$ cat src/rtl/glue_pkg.sv
// Shared types and the golden model of the four-output glue block.
package glue_pkg;

  typedef enum logic [2:0] {
    IDLE,
    APPLY,
    SETTLE,
    CHECK,
    DONE
  } state_e;

  typedef logic [3:0] vec_t;

  localparam vec_t LAST_VEC = 4'd15;

  // Expected {OUT7,OUT6,OUT5,OUT4} for input vector {IN7,IN6,IN5,IN4}.
  function automatic logic [3:0] glue_expect(vec_t v);
    logic [3:0] o;
    o[0] = (v[0] & v[1]) | ~v[2];
    o[1] = v[0] | v[1];
    o[2] = v[0] ^ v[1];
    o[3] = (v[2] == v[3]);
    return o;
  endfunction

endpackage

$ cat src/rtl/glue_settle_timer.sv
// Counts selected-timebase strobes after a vector is applied and flags when
// the settle time has elapsed. The unselected strobe is ignored.
module glue_settle_timer #(
  parameter int unsigned SETTLE_TICKS = 2
) (
  input  logic clk_i,
  input  logic rst_n_i,
  input  logic sel_i,
  input  logic tick_1mhz_i,
  input  logic tick_1hz_i,
  input  logic clear_i,
  input  logic enable_i,
  output logic expire_o
);

  localparam int unsigned CW = (SETTLE_TICKS < 2) ? 1 : $clog2(SETTLE_TICKS + 1);
  localparam logic [CW-1:0] TARGET    = CW'(SETTLE_TICKS);
  localparam logic [CW-1:0] TARGET_M1 = CW'((SETTLE_TICKS == 0) ? 0 : SETTLE_TICKS - 1);
  localparam bit            HAS_TICKS = (SETTLE_TICKS != 0);

  logic [CW-1:0] cnt_q;
  logic [CW-1:0] cnt_d;
  logic          tick;

  assign tick = sel_i ? tick_1mhz_i : tick_1hz_i;

  // Expire as soon as the last required strobe arrives, or at once with no ticks.
  assign expire_o = enable_i &&
                    ((cnt_q == TARGET) || (HAS_TICKS && tick && (cnt_q == TARGET_M1)));

  // Next count: clear wins so a strobe in the APPLY cycle is never counted.
  always_comb begin
    cnt_d = cnt_q;
    if (clear_i) begin
      cnt_d = '0;
    end else if (enable_i && tick && (cnt_q != TARGET)) begin
      cnt_d = cnt_q + CW'(1);
    end
  end

  // Strobe counter register.
  always_ff @(posedge clk_i or negedge rst_n_i) begin
    if (!rst_n_i) begin
      cnt_q <= '0;
    end else begin
      cnt_q <= cnt_d;
    end
  end

endmodule

$ cat src/rtl/glue_selftest_seq.sv
// Self-test sequencer: sweeps all 16 glue input vectors, waits a settle time
// per vector, compares against the golden model and reports the result.
module glue_selftest_seq
  import glue_pkg::*;
#(
  parameter int unsigned SETTLE_TICKS = 2,
  parameter bit          STOP_ON_FAIL = 1'b0
) (
  input  logic       clk_i,
  input  logic       rst_n_i,
  input  logic       clk_1mhz_i,
  input  logic       clk_1hz_i,
  input  logic       start_i,
  input  logic       abort_i,
  input  logic       speed_sel_i,
  input  logic [3:0] glue_out_i,
  output logic [3:0] glue_in_o,
  output logic       busy_o,
  output logic       done_o,
  output logic       pass_o,
  output logic [4:0] err_count_o,
  output logic [3:0] first_fail_o
);

  state_e     state_q;
  vec_t       vec_q;
  logic       speed_q;
  logic [3:0] glue_in_q;
  logic       busy_q;
  logic       done_q;
  logic       pass_q;
  logic [4:0] err_q;
  logic [4:0] err_d;
  vec_t       ff_q;
  logic       mismatch;
  logic       expire;

  glue_settle_timer #(
    .SETTLE_TICKS(SETTLE_TICKS)
  ) u_timer (
    .clk_i      (clk_i),
    .rst_n_i    (rst_n_i),
    .sel_i      (speed_q),
    .tick_1mhz_i(clk_1mhz_i),
    .tick_1hz_i (clk_1hz_i),
    .clear_i    (state_q == APPLY),
    .enable_i   (state_q == SETTLE),
    .expire_o   (expire)
  );

  assign mismatch = (glue_out_i != glue_expect(vec_q));

  // Error count as it will stand after the current CHECK cycle.
  always_comb begin
    err_d = err_q;
    if (mismatch) begin
      err_d = err_q + 5'd1;
    end
  end

  // Sweep FSM with registered outputs and result registers.
  always_ff @(posedge clk_i or negedge rst_n_i) begin
    if (!rst_n_i) begin
      state_q   <= IDLE;
      vec_q     <= '0;
      speed_q   <= 1'b0;
      glue_in_q <= '0;
      busy_q    <= 1'b0;
      done_q    <= 1'b0;
      pass_q    <= 1'b0;
      err_q     <= '0;
      ff_q      <= '0;
    end else begin
      done_q <= 1'b0;
      case (state_q)
        IDLE: begin
          if (start_i && !abort_i) begin
            speed_q   <= speed_sel_i;
            err_q     <= '0;
            ff_q      <= '0;
            pass_q    <= 1'b0;
            vec_q     <= '0;
            glue_in_q <= '0;
            busy_q    <= 1'b1;
            state_q   <= APPLY;
          end
        end
        APPLY, SETTLE: begin
          if (abort_i) begin
            glue_in_q <= '0;
            busy_q    <= 1'b0;
            state_q   <= IDLE;
          end else if (state_q == APPLY) begin
            state_q <= SETTLE;
          end else if (expire) begin
            state_q <= CHECK;
          end
        end
        CHECK: begin
          if (abort_i) begin
            glue_in_q <= '0;
            busy_q    <= 1'b0;
            state_q   <= IDLE;
          end else begin
            err_q <= err_d;
            if (mismatch && (err_q == 5'd0)) begin
              ff_q <= vec_q;
            end
            if ((vec_q == LAST_VEC) || (STOP_ON_FAIL && mismatch)) begin
              glue_in_q <= '0;
              busy_q    <= 1'b0;
              done_q    <= 1'b1;
              pass_q    <= (err_d == 5'd0);
              state_q   <= DONE;
            end else begin
              vec_q     <= vec_q + 4'd1;
              glue_in_q <= vec_q + 4'd1;
              state_q   <= APPLY;
            end
          end
        end
        DONE: begin
          state_q <= IDLE;
        end
        default: begin
          state_q <= IDLE;
        end
      endcase
    end
  end

  assign glue_in_o    = glue_in_q;
  assign busy_o       = busy_q;
  assign done_o       = done_q;
  assign pass_o       = pass_q;
  assign err_count_o  = err_q;
  assign first_fail_o = ff_q;

endmodule
$ cat config.mk
export PLATFORM = sky130hd
export DESIGN_NAME = glue_selftest_seq
export DESIGN_NICKNAME = d
export VERILOG_FILES = /design/src/rtl/glue_pkg.sv /design/src/rtl/glue_settle_timer.sv /design/src/rtl/glue_selftest_seq.sv
export SDC_FILE = /design/constraint.sdc
export NUM_CORES = 1
export LEC_CHECK = 0
export ABC_CLOCK_PERIOD_IN_PS = 2550
export CORE_ASPECT_RATIO = 1.25
export CORE_MARGIN = 1
export CORE_UTILIZATION = 51
export CTS_CLUSTER_DIAMETER = 150
export DETAILED_ROUTE_END_ITERATION = 6
export GPL_TIMING_DRIVEN = 0
export PLACE_DENSITY = 0.78
export SYNTH_ARGS = -nofsm -noshare
export SYNTH_HDL_FRONTEND = slang
export SYNTH_SLANG_ARGS = --single-unit
$ cat constraint.sdc
create_clock -name clk_i -period 2.55 [get_ports clk_i]
set_input_delay 0.255 -clock clk_i [delete_from_list [all_inputs] [get_ports clk_i]]
set_output_delay 0.255 -clock clk_i [all_outputs]
set_load 0.02 [all_outputs]
; Yosys cells after proc, flatten, opt, wreduce, memory -nomap -nowiden
; Index checks and enable logic that the tools add are counted.
[classes]
n_bitwise = 5
reduce_logical = 23
muxes = 37
addsub = 3
n_eq_ne = 17
[op_table]
columns = operator, count
row1 = $mux 4, 8
row2 = $mux 3, 6
row3 = $pmux 4 s2, 2
row4 = $reduce_and 4->1, 4
row5 = $mux 5, 3
row6 = $ne 2x2->1 const B, 7
row7 = $pmux 4 s3, 1
row8 = $mux 1, 11
row9 = $logic_not 5->1, 2
row10 = $pmux 5 s2, 1
row11 = $pmux 3 s3, 1
row12 = $eq 3x2->1 const B, 2
row13 = $logic_and 1x1->1, 6
row14 = $reduce_and 3->1, 2
row15 = $add 5x1->5 const B, 1
row16 = $add 4x1->4 const B, 1
row17 = $eq 4x4->1 const B, 1
row18 = $mux 2, 2
row19 = $ne 4x3->1 const B, 1
row20 = $ne 4x4->1, 1
row21 = $reduce_and 2->1, 2
row22 = $reduce_bool 2->1, 2
row23 = $eq 3x1->1 const B, 1
row24 = $logic_not 3->1, 1
row25 = other kinds (15), 16
[word_totals]
word_cells = 95
reg_bits = 26

; Depth between registers and ports, before layout
; Gate-level depths: netlist of the first run.
[depth]
ltp_word = 8
mapped_depth = 8
ltp_nobuf = 8

; Hierarchy
; From an unflattened synthesis of the first run, not the netlist that was laid out.
[hier_totals]
hier_cells = 145
hier_area_um2 = 1571.5
[modules_own_cells]
columns = module, cells_per_inst, instances, area_each_um2
row1 = glue_selftest_seq, 129, 1, 1405.1
row2 = glue_settle_timer, 16, 1, 166.4

; Worst setup path after synthesis of the first run
; Ideal clock, no wire load.
[synth_timing]
kind = register -> register
from = register vec_q[0]
to = register pass_q (netlist: pass_o)
path_slack_ps = 676
arrival_time_ps = 1779
n_path_buf = 0
stages_incl_launch_ff = 9
required_time_ps = 2455
cell_sequence = dfrtp_1 -> ha_1 -> inv_1 -> ha_1 -> xor2_1 -> nand4_2 -> mux2i_1 -> o22a_1 -> o31ai_1
[synth_between]
elab_chain_cells = 8
[synth_rtl]
columns = element, line_no
row1 = start: declaration, glue_selftest_seq.sv:26  ; vec_t vec_q;
row2 = start signal: assignment, glue_selftest_seq.sv:116  ; vec_q <= vec_q + 4'd1;
row3 = $and 1x1->1, glue_pkg.sv:19  ; o[0] = (v[0] & v[1]) | ~v[2];
row4 = $or 1x1->1, glue_pkg.sv:19
row5 = $ne 4x4->1, glue_selftest_seq.sv:51  ; assign mismatch = (glue_out_i != glue_expect(vec_q));
row6 = $mux 5, glue_selftest_seq.sv:56  ; if (mismatch) begin
row7 = $logic_not 5->1, glue_selftest_seq.sv:113  ; pass_q <= (err_d == 5'd0);
row8 = $mux 1, glue_selftest_seq.sv:109  ; if ((vec_q == LAST_VEC) || (STOP_ON_FAIL && mismatch)) begin
row9 = $mux 1, glue_selftest_seq.sv:100  ; if (abort_i) begin
row10 = $pmux 1 s2, glue_selftest_seq.sv:75  ; case (state_q)
row11 = end signal: assignment, glue_selftest_seq.sv:113
row12 = end: declaration, glue_selftest_seq.sv:31  ; logic pass_q;
; Parallel ways exist; a longest one is shown, timed or not. The select of a mux whose other input is x is not followed.
; A chain may end at the register's enable or synchronous reset.

; Worst setup path after layout of the first run
; Ends and elaborated chain as after synthesis.

==> flow_summary.json, run 1 <==
{
  "status": "complete, no violations",
  "fin_crit_ps": 2180,
  "wire_per_inst_um": 14.15,
  "grt_setup_unrepaired": "false",
  "yosysSeqAreaShare_pct": 45.18,
  "grt_first_pass_wirelength_um": 4885,
  "synth_mux_area_share_pct": 6.429,
  "htreeDepth": 1,
  "synth_top_area_share_pct": 45.18,
  "syn_area_um2": 1440,
  "grt.overflow.total": 0,
  "timing.critical_path.buf_inv": 1,
  "cts_tree": "built",
  "grt_usage_pct": 21.62,
  "synth.avg_cell_area_um2": 10.14,
  "routed_wl_um": 2914,
  "clk_pin_slew_worst_paths_ps": 150,
  "dp.final_hpwl_um": 2139,
  "power_mw": 1.259,
  "fp.dieW_um": 49.53,
  "clk_path_buf_depth": 2,
  "worstReg2RegEnd": "pass_o",
  "critical-path-slowest-cell": "dfrtp_1",
  "arrival_ps": 2440,
  "pin_count": 27,
  "leakagePower_nw": 0.7869,
  "maxSlewViolCount": 0,
  "period_share_pct": 85.50,
  "worstMarginPinSlew_ps": 445.1,
  "hold_viol": 0,
  "synth_edf_count": 0,
  "grt_pass1_vias": 1119,
  "fmax_ghz": 0.4587,
  "synthSimpleGateAreaFrac_pct": 15.55,
  "ys_seq_elements": 26,
  "ys_async_sr_fraction_pct": 100.0,
  "setup_viol": 0,
  "crit_type": "reg -> reg",
  "critPathMaxStageDelay_ps": 480,
  "synthAdderAreaFrac_pct": 6.950,
  "antenna_found_initial": 0,
  "rr_startpoint": "vec_q[0]",
  "synth-xor-area-share_pct": 5.474,
  "rows": 21,
  "skew_ps": 3.692,
  "path_common_cell": "ha_1",
  "synth-compound-area-share_pct": 16.16,
  "setup_tns_ps": 0,
  "drc": 0,
  "cts.sinks": 26,
  "required_ps": 2810,
  "syn_inst": 142,
  "path_max_fanout": 10,
  "synth_top_family_by_area": "compound AO/OA/AOI/OAI gates",
  "diodes": 0,
  "gp_congestion": 0.7900,
  "r2r_cells": 8,
  "post-cts-setup-buffers": 0,
  "drt_iter0_drc": 36,
  "clk_latency_ps": 340,
  "critPathTopFamily": "flip-flops",
  "fin_nets": 192,
  "power.density_nw_per_um2": 700.8,
  "fillCellCount": 243,
  "core_um2": 2680,
  "die_h_um": 61.41,
  "ant_nets": 0,
  "synth_top_cell_by_area": "dfrtp_1",
  "hold_path_class": "in -> async",
  "layout-drive-gt1-share_pct": 9.884,
  "crit_chain": "ha_1 -> inv_1 -> ha_1 -> xor2_1 -> nand4_2 -> mux2i_1 -> o22a_1 -> o31ai_1",
  "cts_buffers": 3,
  "cts-resized-gates": 0,
  "start_kind": "flip-flop",
  "dieArea_um2": 3042,
  "initial_utilization_pct": 53.73,
  "avgViaCountPerCell": 5.515,
  "utilization_pct": 67.04,
  "syn_nets": 161,
  "cts_root_buffer": "clkbuf_4",
  "holdWs_ps": 202.5,
  "reg2reg_slack_ps": 370,
  "postCtsHoldBufs": 0,
  "syn_to_final_growth_pct": 24.76,
  "grt_start_max_net_pins": 27,
  "critPathCaptureType": "flip-flop",
  "yosys_warnings": 0,
  "synth.distinct_cells": 40,
  "synth_area_leaders": "dfrtp_1 45%, ha_1 7.0%, mux2i_1 4.9%",
  "drv_cap": 0,
  "ys.flop_type": "dfrtp_1",
  "relSlewSlack_pct": 70.23,
  "portBuffers": 25,
  "first_pass_iters": 4,
  "max-vdd-ir-drop_mv": 0.5153,
  "vias": 1136
}
[registers in the layout (all words and copies together), names as in the netlist]
name,cells
glue_in_o,4
vec_q,4
state_q,3
done_o,1
pass_o,1
err_count_o,5
busy_o,1
u_timer.cnt_q,2
speed_q,1
first_fail_o,4
[cell usage in the layout (no fill, tap or decap), drive strengths merged, types with 4 or more instances in the layout]
cell type,count
nor2,6
ha,8
xnor2,5
o21ai,11
nand2,15
dfrtp,26
xor2,4
clkdlybuf4s50,25
mux2i,7
inv,12
a21oi,5
clkbuf,7
[worst max path at each step]
| stage | start | end | depth (start not counted) |
|---|---|---|---|
| floorplan | vec_q[0] | pass_o | 8 |
| global placement | vec_q[0] | pass_o | 8 |
| detailed placement | vec_q[0] | pass_o | 8 |
| CTS | vec_q[0] | pass_o | 8 |
| global route | vec_q[0] | pass_o | 8 |
| finish | vec_q[0] | pass_o | 8 |
[where the power goes]
part | total, mW | internal, mW | switching [mW]
combinational | 0.491 | 0.234 | 0.257
clock | 0.221 | 0.0877 | 0.133
sequential | 0.547 | 0.476 | 0.0708
total | 1.26 | 0.798 | 0.461
[logic make-up (layout without fill, tap and decap cells)]
logic type / Yosys count / in the layout
buffers and inverters: 16 / 46
muxes: 9 / 9
AOI/OAI and AO/OA: 34 / 34
DFF: 26 / 26
and+or+nand+nor: 40 / 40
adders and majority gates: 8 / 8
xor gates and xnor gates: 9 / 9
[cells in the mapped netlist, types with 2 or more instances]
cell      number
dfrtp_1       26
nand2_1       15
inv_1         11
o21ai_0       10
ha_1           8
mux2i_1        7
nor2_1         6
xnor2_1        5
xor2_1         4
a21o_1         3
a21oi_1        3
a22o_1         3
clkbuf_1       3
o31ai_1        3
a21oi_2        2
a31oi_1        2
mux2_2         2
nand2b_1       2
nand3_1        2
nand4_1        2
nor2b_1        2
nor3_1         2
nor3b_2        2
[cell type report]
cell class	instances	area, um2	area share (%)
Multi-Input combinational cell	100	728.2	40.53
Sequential cell	26	650.6	36.21
Timing Repair Buffer	26	277.8	15.46
Inverter	12	45.04	2.507
Tap cell	34	42.54	2.368
Clock buffer	4	36.28	2.020
Buffer	4	16.27	0.9053
[per-stage QoR]
step / instances / instance area (um2) / setup WS [ps]
finish: 206 / 1797 / 369.9
global placement: 201 / 1733 / 453.0
CTS: 205 / 1769 / 385.1
floorplan: 142 / 1440 / 676.0
detailed placement: 201 / 1733 / 384.0
global route: 206 / 1797 / 214.0
[worst register-to-register path: cells and delay by family, from the launching register on]
| kind | cells | cell delay [ps] |
|---|---|---|
| multiplexers | 1 | 200 |
| AND/OR/NAND/NOR | 1 | 270 |
| AO/OA/AOI/OAI | 2 | 440 |
| XOR/XNOR | 1 | 170 |
| buffers and inverters | 1 | 60 |
| flip-flops | 1 | 480 |
| adder cells (fa/ha/maj) | 2 | 460 |
[layer usage]
metal	share of wire (%)	global-route usage, %
met1	46	26.26
met2	49	37.07
met3	2.6	2.963
met4	2.2	13.06
met5	0	0
Note: power is estimated with default switching activity, not from simulation.
==> run 2, diff against run 1 <==
Settings changed: GPL_TIMING_DRIVEN 0 to default.
==> run 2 against run 1 <==
  * Clock-buffer cell count stayed put
  * Global-route usage is 1.1 points lower
  * Setup slack worse by 40 ps
  * Sequential power is 2% higher
  * Combinational power is 4.3% lower
  * Wire length is 0.65% higher
  * Non-clock buffer count is 3 lower
==> flow_summary.json, run 2 (synthesis gave the netlist of run 1 again) <==
{
  "power_switching_mw": 0.4469,
  "grt_pass1_vias": 1058,
  "vias": 1139,
  "hold_path_class": "in -> async",
  "leakagePower_nw": 0.7746,
  "relSlewSlack_pct": 69.43,
  "fp.dieW_um": 49.53,
  "portBuffers": 26,
  "fmax_ghz": 0.4504,
  "cts_root_buffer": "clkbuf_4",
  "drv_cap": 0,
  "pin_count": 27,
  "rows": 21,
  "max-vdd-ir-drop_mv": 0.5688,
  "drt_iter0_drc": 34,
  "path_max_fanout": 10,
  "syn_to_final_growth_pct": 22.94,
  "period_share_pct": 87.07,
  "final_cell_mix": "26 x dfrtp_1, 26 x clkdlybuf4s50_1, 15 x nand2_1, 11 x inv_1, 10 x o21ai_0",
  "setup_viol": 0,
  "clk_path_buf_depth": 2,
  "holdWs_ps": 281.0,
  "routed_wl_um": 2933,
  "power.density_nw_per_um2": 699.5,
  "grt_start_max_net_pins": 27,
  "arrival_ps": 2450,
  "cts-resized-gates": 0,
  "seq_power_share_pct": 45.1,
  "crit_type": "reg -> reg",
  "gp_congestion": 0.8309,
  "clk_pin_slew_worst_paths_ps": 150,
  "cts_tree": "built",
  "diodes": 0,
  "layout-drive-gt1-share_pct": 9.467,
  "postCtsHoldBufs": 0,
  "hold_viol": 0,
  "start_kind": "flip-flop",
  "p_int_mw": 0.7915,
  "cts.sinks": 26,
  "htreeDepth": 1,
  "grt.overflow.total": 0,
  "largest_register_ffs": 5,
  "fin_crit_ps": 2220,
  "critPathCaptureType": "flip-flop",
  "cts_buffers": 3,
  "dieArea_um2": 3042,
  "avgViaCountPerCell": 5.611,
  "ant_nets": 0,
  "p_clk_share_pct": 16.9,
  "skew_ps": 14.09,
  "clk_latency_ps": 320,
  "post-cts-setup-buffers": 0,
  "dp.final_hpwl_um": 2190,
  "drc": 0,
  "maxSlewViolCount": 0,
  "antenna_found_initial": 0,
  "wire_per_inst_um": 14.45,
  "initial_utilization_pct": 53.73,
  "core_um2": 2680,
  "fillCellCount": 243,
  "status": "complete, no violations",
  "die_h_um": 61.41,
  "fin_nets": 189,
  "first_pass_iters": 4,
  "p_comb_share_pct": 38.0,
  "swShare_pct": 36.09,
  "setup_tns_ps": 0,
  "required_ps": 2780,
  "grt_first_pass_wirelength_um": 4726,
  "grt_setup_unrepaired": "false",
  "worstMarginPinSlew_ps": 455.5,
  "grt_usage_pct": 20.55
}
-- run 2: changes by cell type in the layout (fill, tap and decap cells not counted) --
cell	before	now
buf_16	1	0
clkdlybuf4s50_1	25	26
buf_4	0	1
clkbuf_1	3	0
buf_2	1	0
-- run 2: critical path, cell delays in order (launching register included) --
cell     delay (ps)
dfrtp_1         490
ha_1            280
inv_1            70
ha_1            200
xor2_1          180
nand4_2         250
mux2i_1         180
o22a_1          200
o31ai_1         290
-- run 2: final timing paths --
check | endpoint | slack, ps | depth (start not counted) | from
max in group asynchronous | vec_q[3] | 2010 | 2 | rst_n_i
min in group clk_i | glue_in_o[3] | 510 | 1 | glue_in_o[3]
hold reg to reg | glue_in_o[3] | 510 | 1 | glue_in_o[3]
setup / recovery | pass_o | 330 | 8 | vec_q[0]
setup reg to reg | pass_o | 330 | 8 | vec_q[0]
hold / removal | err_count_o[1] | 280 | 2 | rst_n_i
-- run 2: power by group through the flow --
stage	clock network [mW]	logic, mW	registers, mW
final	0.209	0.470	0.559
after global routing	0.229	0.517	0.568
after CTS	0.214	0.477	0.559
after detailed placement	0	0.474	0.567
after global placement	0	0.454	0.559
after floorplan	0	0.327	0.565
-- run 2: stage by stage --
| step | setup slack, ps | total power [mW] | instances | utilization [%] | cell area (um2) |
|---|---|---|---|---|---|
| finish | 329.7 | 1.238 | 203 | 66.06 | 1770 |
| global route | 134.6 | 1.314 | 203 | 66.06 | 1770 |
| CTS | 340.8 | 1.250 | 203 | 66.06 | 1770 |
| detailed placement | 357.6 | 1.041 | 199 | 64.71 | 1734 |
| global placement | 590.9 | 1.012 | 199 | 64.71 | 1734 |
| floorplan | 676.0 | 0.8920 | 142 | - | 1440 |
-- run 2: routing by layer --
layer / share of wire (%) / up-vias / track usage (%)
li1: - / 553 / -
met1: 43 / 550 / 24.06
met2: 53 / 32 / 39.00
met3: 3.4 / 4 / 3.210
met4: 1.1 / 0 / 6.122
met5: 0 / - / 0
-- run 2: final cells by class --
type | count | area [um2] | area share [%]
clock buffers | 4 | 36.28 | 2.049
inverters | 12 | 45.04 | 2.544
multi-input cells | 100 | 728.2 | 41.13
flip-flops and latches | 26 | 650.6 | 36.75
well taps | 34 | 42.54 | 2.403
repair buffers | 27 | 267.8 | 15.12
